**src/rtl/fifo_tx_serializer_pkg.sv**
```systemverilog
// Shared definitions for the FIFO-to-serial-line transmit stage:
// FSM encoding, idle line level and counter width helper.
package fifo_tx_serializer_pkg;

    typedef enum logic [2:0] {
        ST_IDLE    = 3'd0,
        ST_REQ     = 3'd1,
        ST_CAPTURE = 3'd2,
        ST_START   = 3'd3,
        ST_DATA    = 3'd4,
        ST_STOP    = 3'd5
    } tx_state_e;

    localparam logic IDLE_LINE = 1'b1;

    // Counter width for a count range of n; never narrower than one bit.
    function automatic int cnt_width(input int n);
        return (n <= 32'sd1) ? 32'sd1 : $clog2(n);
    endfunction

endpackage

```
**src/rtl/fifo_tx_serializer_baud_tick_gen.sv**
```systemverilog
// Bit-time counter: counts 0..CLKS_PER_BIT-1 and flags the terminal count.
// A synchronous clear holds it at zero between frames.
module fifo_tx_serializer_baud_tick_gen #(
    parameter int CLKS_PER_BIT = 4
) (
    input  logic clk,
    input  logic rst,
    input  logic clr,
    output logic tick
);
    import fifo_tx_serializer_pkg::*;

    localparam int CW = cnt_width(CLKS_PER_BIT);
    localparam logic [CW-1:0] LAST_CNT = CW'(CLKS_PER_BIT - 1);

    logic [CW-1:0] cnt_r;

    // Bit-time counter with wrap at the terminal count
    always_ff @(posedge clk or posedge rst) begin
        if (rst) begin
            cnt_r <= '0;
        end else if (clr) begin
            cnt_r <= '0;
        end else if (cnt_r == LAST_CNT) begin
            cnt_r <= '0;
        end else begin
            cnt_r <= cnt_r + 1'b1;
        end
    end

    assign tick = (cnt_r == LAST_CNT) && !clr;

endmodule

```
**src/rtl/fifo_tx_serializer.sv**
```systemverilog
// Pops words from the synchronous FIFO and shifts each out as a serial frame:
// start bit, DATA_WIDTH data bits LSB first, stop bit.
module fifo_tx_serializer
    import fifo_tx_serializer_pkg::*;
#(
    parameter int DATA_WIDTH   = 8,
    parameter int CLKS_PER_BIT = 4
) (
    input  logic                  clk,
    input  logic                  rst,
    input  logic                  enable_i,
    input  logic                  fifo_empty_i,
    input  logic [DATA_WIDTH-1:0] fifo_rdata_i,
    output logic                  fifo_rden_o,
    output logic                  tx_o,
    output logic                  busy_o,
    output logic                  frame_done_o
);

    localparam int BW = cnt_width(DATA_WIDTH);
    localparam logic [BW-1:0] LAST_BIT = BW'(DATA_WIDTH - 1);

    tx_state_e             state_r;
    tx_state_e             state_s;
    logic [DATA_WIDTH-1:0] shift_r;
    logic [BW-1:0]         bit_cnt_r;
    logic                  tx_r;
    logic                  baud_clr_s;
    logic                  baud_tick_s;

    // The bit clock only runs while a frame is on the line
    assign baud_clr_s = !((state_r == ST_START) || (state_r == ST_DATA) || (state_r == ST_STOP));

    fifo_tx_serializer_baud_tick_gen #(
        .CLKS_PER_BIT(CLKS_PER_BIT)
    ) u_baud_tick_gen (
        .clk (clk),
        .rst (rst),
        .clr (baud_clr_s),
        .tick(baud_tick_s)
    );

    // State register
    always_ff @(posedge clk or posedge rst) begin
        if (rst) begin
            state_r <= ST_IDLE;
        end else begin
            state_r <= state_s;
        end
    end

    // Next-state decode
    always_comb begin
        state_s = state_r;
        case (state_r)
            ST_IDLE: begin
                if (enable_i && !fifo_empty_i) begin
                    state_s = ST_REQ;
                end else begin
                    state_s = ST_IDLE;
                end
            end
            ST_REQ:     state_s = ST_CAPTURE;
            ST_CAPTURE: state_s = ST_START;
            ST_START: begin
                if (baud_tick_s) begin
                    state_s = ST_DATA;
                end else begin
                    state_s = ST_START;
                end
            end
            ST_DATA: begin
                if (baud_tick_s && (bit_cnt_r == LAST_BIT)) begin
                    state_s = ST_STOP;
                end else begin
                    state_s = ST_DATA;
                end
            end
            ST_STOP: begin
                if (baud_tick_s) begin
                    state_s = ST_IDLE;
                end else begin
                    state_s = ST_STOP;
                end
            end
            default: state_s = ST_IDLE;
        endcase
    end

    // Shift register and bit counter; the FIFO word is only taken in CAPTURE
    always_ff @(posedge clk or posedge rst) begin
        if (rst) begin
            shift_r   <= '0;
            bit_cnt_r <= '0;
        end else begin
            case (state_r)
                ST_CAPTURE: begin
                    shift_r   <= fifo_rdata_i;
                    bit_cnt_r <= '0;
                end
                ST_DATA: begin
                    if (baud_tick_s) begin
                        shift_r   <= shift_r >> 1;
                        bit_cnt_r <= (bit_cnt_r == LAST_BIT) ? '0 : bit_cnt_r + 1'b1;
                    end
                end
                default: begin
                    shift_r   <= shift_r;
                    bit_cnt_r <= bit_cnt_r;
                end
            endcase
        end
    end

    // Registered line driver, one cycle behind the state it reflects
    always_ff @(posedge clk or posedge rst) begin
        if (rst) begin
            tx_r <= IDLE_LINE;
        end else begin
            case (state_r)
                ST_START: tx_r <= 1'b0;
                ST_DATA:  tx_r <= shift_r[0];
                default:  tx_r <= IDLE_LINE;
            endcase
        end
    end

    assign tx_o         = tx_r;
    assign fifo_rden_o  = (state_r == ST_REQ);
    assign busy_o       = (state_r != ST_IDLE);
    assign frame_done_o = (state_r == ST_STOP) && baud_tick_s;

endmodule

```
**config.mk**
```make
export PLATFORM = sky130hd
export DESIGN_NAME = fifo_tx_serializer
export DESIGN_NICKNAME = d
export VERILOG_FILES = /design/src/rtl/fifo_tx_serializer_pkg.sv /design/src/rtl/fifo_tx_serializer_baud_tick_gen.sv /design/src/rtl/fifo_tx_serializer.sv
export SDC_FILE = /design/constraint.sdc
export NUM_CORES = 1
export LEC_CHECK = 0
export ABC_AREA = 1
export BUFFER_PORTS_ARGS = -buffer_cell sky130_fd_sc_hd__clkbuf_2
export CAP_MARGIN = 30
export CORE_UTILIZATION = 52
export CTS_BUF_LIST = sky130_fd_sc_hd__clkbuf_16
export DETAILED_ROUTE_END_ITERATION = 6
export PLACE_DENSITY_LB_ADDON = 0.15
export SLEW_MARGIN = 30
export SYNTH_ARGS = -nofsm -noshare
export SYNTH_HDL_FRONTEND = slang
export SYNTH_HIERARCHICAL = 1
export SYNTH_SLANG_ARGS = --single-unit
export TNS_END_PERCENT = 50
```
**constraint.sdc**
```tcl
create_clock -name clk -period 3.98 [get_ports clk]
set_input_delay 0.995 -clock clk [delete_from_list [all_inputs] [get_ports clk]]
set_output_delay 0.995 -clock clk [all_outputs]
set_load 0.01 [all_outputs]
```
==> results of run 1 <==
[sequential cells by signal (all words and copies together), names as in the netlist]
name                   cells
state_r                    3
tx_o                       1
u_baud_tick_gen/cnt_r      2
bit_cnt_r                  3
shift_r                    8
[through the flow]
step / setup slack, ns / total power (W) / utilization (%) / area, µm²
after floorplan: 1.62 / 0.000291 / - / 925
after global placement: 1.35 / 0.000312 / 62.6 / 987
after detailed placement: 1.26 / 0.000316 / 62.6 / 987
after CTS: 0.996 / 0.000518 / 67.7 / 1070
after global routing: 0.806 / 0.000540 / 67.7 / 1070
final: 0.982 / 0.000510 / 67.7 / 1070
[cell usage in the layout (no fill, tap or decap)]
cell,instances
inv_1,11
nor2_2,1
nor3_2,1
nand3_1,21
clkbuf_16,3
nor3_1,1
nand2_1,40
o21ai_0,1
clkbuf_2,15
nand3_2,2
o21ai_1,1
or2_2,1
nor2_1,12
nand2_2,2
nand4_1,2
clkinv_2,1
dfrtp_1,16
ha_1,3
dfstp_2,1
inv_2,1
[cell type report]
cell class              instances  area, µm²
fillers                       138        509
flip-flops and latches         17        427
multi-input cells              88        420
clock buffers                   3       75.1
repair buffers                 15       75.1
inverters                      12       45.0
well taps                      16       20.0
clock inverters                 1       5.00
[layer usage]
metal | part of all wire [%] | up-vias
met3 | 4.7 | 4
li1 | - | 416
met4 | 1.4 | 0
met2 | 48 | 22
met5 | 0 | -
met1 | 46 | 359
[critical path: cells and delay by family, from the launching register on]
kind                   cells  cell delay [ns]
DFF                        1             0.63
and+or+nand+nor            5             0.83
buffers and inverters      2             0.29
[worst paths after layout]
| kind | from | slack [ns] | to | cells after the start |
|---|---|---|---|---|
| hold / removal | u_baud_tick_gen/cnt_r[0] | 0.44 | u_baud_tick_gen/cnt_r[0] | 1 |
| min in group asynchronous | rst | 0.58 | u_baud_tick_gen/cnt_r[1] | 2 |
| hold reg to reg | u_baud_tick_gen/cnt_r[0] | 0.44 | u_baud_tick_gen/cnt_r[0] | 1 |
| setup reg to reg | state_r[2] | 1.88 | shift_r[3] | 8 |
| setup / recovery | state_r[2] | 0.98 | frame_done_o | 7 |
| max in group asynchronous | rst | 2.80 | shift_r[4] | 2 |
[kinds of logic (layout without fill, tap and decap cells)]
logic type | after synthesis | count (layout) | share of synthesized area [%]
simple gates | 83 | 83 | 40.3
flops | 17 | 17 | 46.1
fa+ha+maj | 3 | 3 | 4.06
compound gates | 2 | 2 | 1.08
buf+inv | 17 | 31 | 8.39
[power breakdown]
group,total [W],switching (W),internal [W]
registers,0.000223,0.0000189,0.000204
clock network,0.000198,0.0000640,0.000134
logic,0.0000890,0.0000558,0.0000332
==> metrics.csv, run 1 <==
metric;value;unit
drt-total-wl;1760;µm
clock_path_buffers;2;
final_nets;152;
grt.busiest_layer;met2;
core;1580;µm²
setup_viol;0;
dp_hpwl;1230;µm
diodes;0;
fin_cells;152;
first_pass_iters;6;
path_clk_slew;0.05;ns
root_buffer;clkbuf_16;
finalCritPeriodShare;75.3;%
ys_ff_latch;17;
slowest_delay;0.63;ns
rows;14;
grtUsageTotal;22.3;%
report.final.slew_viol_count;0;
clk_latency;0.25;ns
synth_top_flop_cell;dfrtp_1;
cp_max_fo;14;
synth-edff-count;0;
peakVddDrop;0.318;mV
maxCapViolations;0;
crit_chain;inv_2 > nor2_1 > nor2_1 > nor2_1 > nand2_1 > nor3_1 > clkbuf_2;
min-delay-path-class;flip-flop to flip-flop;
dieWidth;44.2;µm
required;2.98;ns
avgSynthCellArea;7.58;µm²
yosysTopAreaCellShare;43.3;%
met1_usage;28.7;%
grt_pass1_wl;3140;µm
area_growth;15.4;%
whs;0.438;ns
clock_skew;0.00234;ns
cts_hold_buf;0;
overflow;0;
drtIter0Drc;22;
use_met2;35.3;%
synth_cells;122;
seq_area_frac_synth;46.1;%
yosysMostFrequentCell;nand2_1;
dp_cells;148;
crit_path_start_kind;flip-flop;
finalSetupTns;0;ns
fin_crit;3.00;ns
rsz0062_at_grt;false;
syn_area;925;µm²
dr_total_vias;801;
wl_per_cell;11.6;µm
drive_gt1_share;20.6;%
hold_violations;0;
antenna_found_initial;0;
max_freq;0.334;GHz
ant_nets;0;
finalWeightedCongestion;0.846;
die_area;1950;µm²
power.leakage;0.612;nW
crit_top_cell;nor2_1;
arrival;2.00;ns
ys_top_cells_by_area;dfrtp_1 (43%), nand2_1 (16%), nand3_1 (11%);
synth_top_cell_by_area;dfrtp_1;
postCtsSetupBuffers;0;
grt_max_degree;16;
syn_nets;137;
routed_via_density;5.27;
power_density;478;nW/µm²
relSlewSlack;60.7;%
ctsResizeCount;0;
synth_commonest_cells;nand2_1 (40), nand3_1 (21), dfrtp_1 (16), nor2_1 (12), inv_1 (11);
post-route-drc-count;0;
clock-sinks;17;
postSynth.asyncResetShare;100;%
synth_cell_type_count;19;
worstMarginPinSlew;0.590;ns
cp-end-kind;output port;
die_y;44.2;µm
io_buffers;15;
yosys_warnings;6;
slowest_stage;dfrtp_1;
grt_pass1_vias;766;
initial_core_util;58.7;%
cts_tree;yes;
io_pins;16;
crit_type;flip-flop to output port;
grt_util_met3;3.67;%
htreeDepth;1;
status;complete, no violations;
cts_made_buffers;3;
No activity file was read; power rests on OpenSTA's default activity.
==> inputs of run 2 (changes only) <==
--- a/config.mk
+++ b/config.mk
@@ -5,10 +5,10 @@
 export SDC_FILE = /design/constraint.sdc
 export NUM_CORES = 1
 export LEC_CHECK = 0
-export ABC_AREA = 1
+export ABC_AREA = 0
 export BUFFER_PORTS_ARGS = -buffer_cell sky130_fd_sc_hd__clkbuf_2
 export CAP_MARGIN = 30
-export CORE_UTILIZATION = 52
+export CORE_UTILIZATION = 48
 export CTS_BUF_LIST = sky130_fd_sc_hd__clkbuf_16
 export DETAILED_ROUTE_END_ITERATION = 6
 export PLACE_DENSITY_LB_ADDON = 0.15
==> constraint.sdc (replaced) <==
create_clock -name clk -period 2.4 [get_ports clk]
set_input_delay 0.6 -clock clk [delete_from_list [all_inputs] [get_ports clk]]
set_output_delay 0.6 -clock clk [all_outputs]
set_load 0.01 [all_outputs]
==> metrics.csv, run 2 <==
metric;value;unit;change
fin_crit;2.30;ns;
diodes;0;;unchanged
wl_per_cell;11.4;µm;was 11.6 µm
maxCapViolations;0;;unchanged
ys_ff_latch;17;;unchanged
timing.rr.start;state_r[1];;was state_r[2]
clock_skew;0.00155;ns;was 0.00234 ns
clock-sinks;17;;unchanged
rsz0062_at_grt;false;;unchanged
clock_path_buffers;2;;unchanged
grtUsageTotal;17.1;%;was 22.3%
p_int;0.000695;W;was 0.000372 W
crit_path_start_kind;flip-flop;;unchanged
finalSetupTns;0;ns;unchanged
ant_nets;0;;unchanged
cts_tree;yes;;unchanged
critical_path_buf_inv_count;1;;was 2
io_pins;16;;unchanged
peakVddDrop;0.449;mV;was 0.318 mV
pwr-share-clk;33.5;%;was 38.9%
hold_violations;0;;unchanged
seq_area_frac_synth;45.8;%;was 46.1%
power.leakage;0.526;nW;was 0.612 nW
avgSynthCellArea;10.4;µm²;was 7.58 µm²
htreeDepth;1;;unchanged
post-route-drc-count;0;;unchanged
grt_max_degree;21;;was 16
relSlewSlack;61.6;%;was 60.7%
status;complete, no violations;;unchanged
regMostFlops;shift_r;;unchanged
critical_path.top_delay_family;simple AND/OR/NAND/NOR gates;;unchanged
core;1760;µm²;was 1580 µm²
antenna_found_initial;0;;unchanged
report.final.slew_viol_count;0;;unchanged
drive_gt1_share;35.8;%;was 20.6%
power.switching;0.000278;W;was 0.000139 W
required;1.80;ns;was 2.98 ns
finalCritPeriodShare;95.8;%;
yosys_warnings;6;;unchanged
synth_commonest_cells;dfrtp_1 (16), nor2_1 (10), a21oi_2 (8), inv_1 (8), mux2i_1 (7);;was nand2_1 (40), nand3_1 (21), dfrtp_1 (16), nor2_1 (12), inv_1 (11)
yosysTopAreaCellShare;43.0;%;was 43.3%
synth_cell_type_count;28;;was 19
cp-startpoint;state_r[1];;was state_r[2]
first_pass_iters;3;;was 6
layout_common_cells;dfrtp_1 (15), clkbuf_2 (15), nor2_1 (10);;was nand2_1 (40), nand3_1 (21), dfrtp_1 (16)
finalWeightedCongestion;0.728;;was 0.846
setup_viol;0;;unchanged
cp-end-kind;output port;;unchanged
root_buffer;clkbuf_16;;unchanged
setup_slack;0.101;ns;was 0.982 ns
final_nets;125;;was 152
reg_top3;shift_r: 8 flops, bit_cnt_r: 3 flops, state_r: 3 flops;;unchanged
synth-edff-count;0;;unchanged
crit_chain;nand2b_4 > a21boi_2 > nor2b_2 > and2_4 > nor2b_1 > clkbuf_2;;was inv_2 > nor2_1 > nor2_1 > nor2_1 > nand2_1 > nor3_1 > clkbuf_2
dr_total_vias;667;;was 801
drtIter0Drc;4;;was 22
slowest_delay;0.43;ns;was 0.63 ns
postSynth.asyncResetShare;100;%;unchanged
ys_top_cells_by_area;dfrtp_1 (43%), a21oi_2 (7.5%), mux2i_1 (7.5%);;was dfrtp_1 (43%), nand2_1 (16%), nand3_1 (11%)
swShare;28.6;%;was 27.2%
die_area;2120;µm²;was 1950 µm²
overflow;0;;unchanged
synth_top_flop_cell;dfrtp_1;;unchanged
clk_latency;0.24;ns;was 0.25 ns
seq_power_share;39.4;%;was 43.7%
worstMarginPinSlew;0.576;ns;was 0.590 ns
die_y;46.1;µm;was 44.2 µm
initial_core_util;52.8;%;was 58.7%
path_depth;6;;was 7
max_freq;0.435;GHz;
cts_hold_buf;0;;unchanged
synth_top_cell_by_area;dfrtp_1;;unchanged
area_growth;20.7;%;was 15.4%
cts_made_buffers;3;;unchanged
fill_cells;161;;was 138
yosysMostFrequentCell;dfrtp_1;;was nand2_1
arrival;1.70;ns;was 2.00 ns
path_clk_slew;0.05;ns;about the same
grt_pass1_wl;2470;µm;was 3140 µm
syn_area;932;µm²;was 925 µm²
crit_type;flip-flop to output port;;unchanged
power_density;866;nW/µm²;was 478 nW/µm²
cp_max_fo;6;;was 14
syn_nets;105;;was 137
reg2reg_depth;8;;unchanged
min-delay-path-class;input pin to async pin;;was flip-flop to flip-flop
synth_cells;90;;was 122
largest_register_ff_count;8;;unchanged
slowest_stage;dfrtp_2;;was dfrtp_1
drt-total-wl;1530;µm;was 1760 µm
rows;15;;was 14
dieWidth;46.1;µm;was 44.2 µm
power_frac_comb;27.1;%;was 17.4%
pre_cts_ws;0.195;ns;was 1.26 ns
dp_hpwl;1080;µm;was 1230 µm
routed_via_density;4.98;;was 5.27
io_buffers;15;;unchanged
grt_pass1_vias;569;;was 766
run 2: path summary, 6_finish.rpt:
| kind | end | slack, ns |
|---|---|---|
| setup / recovery | frame_done_o | 0.10 |
| hold / removal | u_baud_tick_gen/cnt_r[1] | 0.19 |
| setup reg to reg | bit_cnt_r[2] | 0.64 |
| hold reg to reg | u_baud_tick_gen/cnt_r[0] | 0.43 |
| max in group asynchronous | state_r[1] | 1.59 |
| min in group clk | u_baud_tick_gen/cnt_r[0] | 0.43 |
run 2: final cells by class:
class | count | area [µm²] | share of cell area [%]
Clock buffer | 3 | 75.1 | 6.67
Clock inverter | 1 | 3.75 | 0.334
Inverter | 8 | 30.0 | 2.67
Multi-Input combinational cell | 60 | 444 | 39.5
Sequential cell | 17 | 428 | 38.0
Tap cell | 25 | 31.3 | 2.78
Timing Repair Buffer | 20 | 113 | 10.0
run 2: cell families after synthesis:
| kind of cell | share of synthesized area [%] |
|---|---|
| compound gates | 16.5 |
| simple gates | 18.7 |
| flops | 45.8 |
| mux | 7.52 |
| fa+ha+maj | 4.03 |
| buf+inv | 7.52 |
run 2: stage by stage:
step	utilization, %	std cells	area, µm²	power, W	hold WS (ns)
global route	63.8	134	1120	0.00104	0.203
finish	63.8	134	1120	0.000974	0.186
global placement	58.3	129	1030	0.000629	0.427
floorplan	-	90	932	0.000587	0.341
CTS	62.9	133	1110	0.000967	0.186
detailed placement	58.3	129	1030	0.000637	0.429
run 2: power groups by stage:
| stage | sequential [W] | combinational (W) | clock (W) |
|---|---|---|---|
| 5_1_grt | 0.000390 | 0.000297 | 0.000350 |
| 6_report | 0.000384 | 0.000264 | 0.000326 |
| 3_5_place_dp | 0.000389 | 0.000248 | 0 |
| 3_3_place_gp | 0.000385 | 0.000243 | 0 |
| 2_1_floorplan | 0.000384 | 0.000203 | 0 |
| 4_1_cts | 0.000384 | 0.000253 | 0.000331 |
run 2: timing repair:
item | 4_1_cts | 5_1_grt
setup buffers | 0 | 1
setup endpoints to repair | 1 | 1
resized for setup | 2 | 3
pin swaps | 0 | 0
run 2: routing by layer:
| layer | wire, µm | track usage [%] | up-vias |
|---|---|---|---|
| met5 | 0 | 0 | - |
| met3 | 40 | 5.88 | 2 |
| met1 | 748 | 22.9 | 309 |
| met4 | 10 | 7.06 | 0 |
| li1 | - | - | 348 |
| met2 | 734 | 25.1 | 8 |
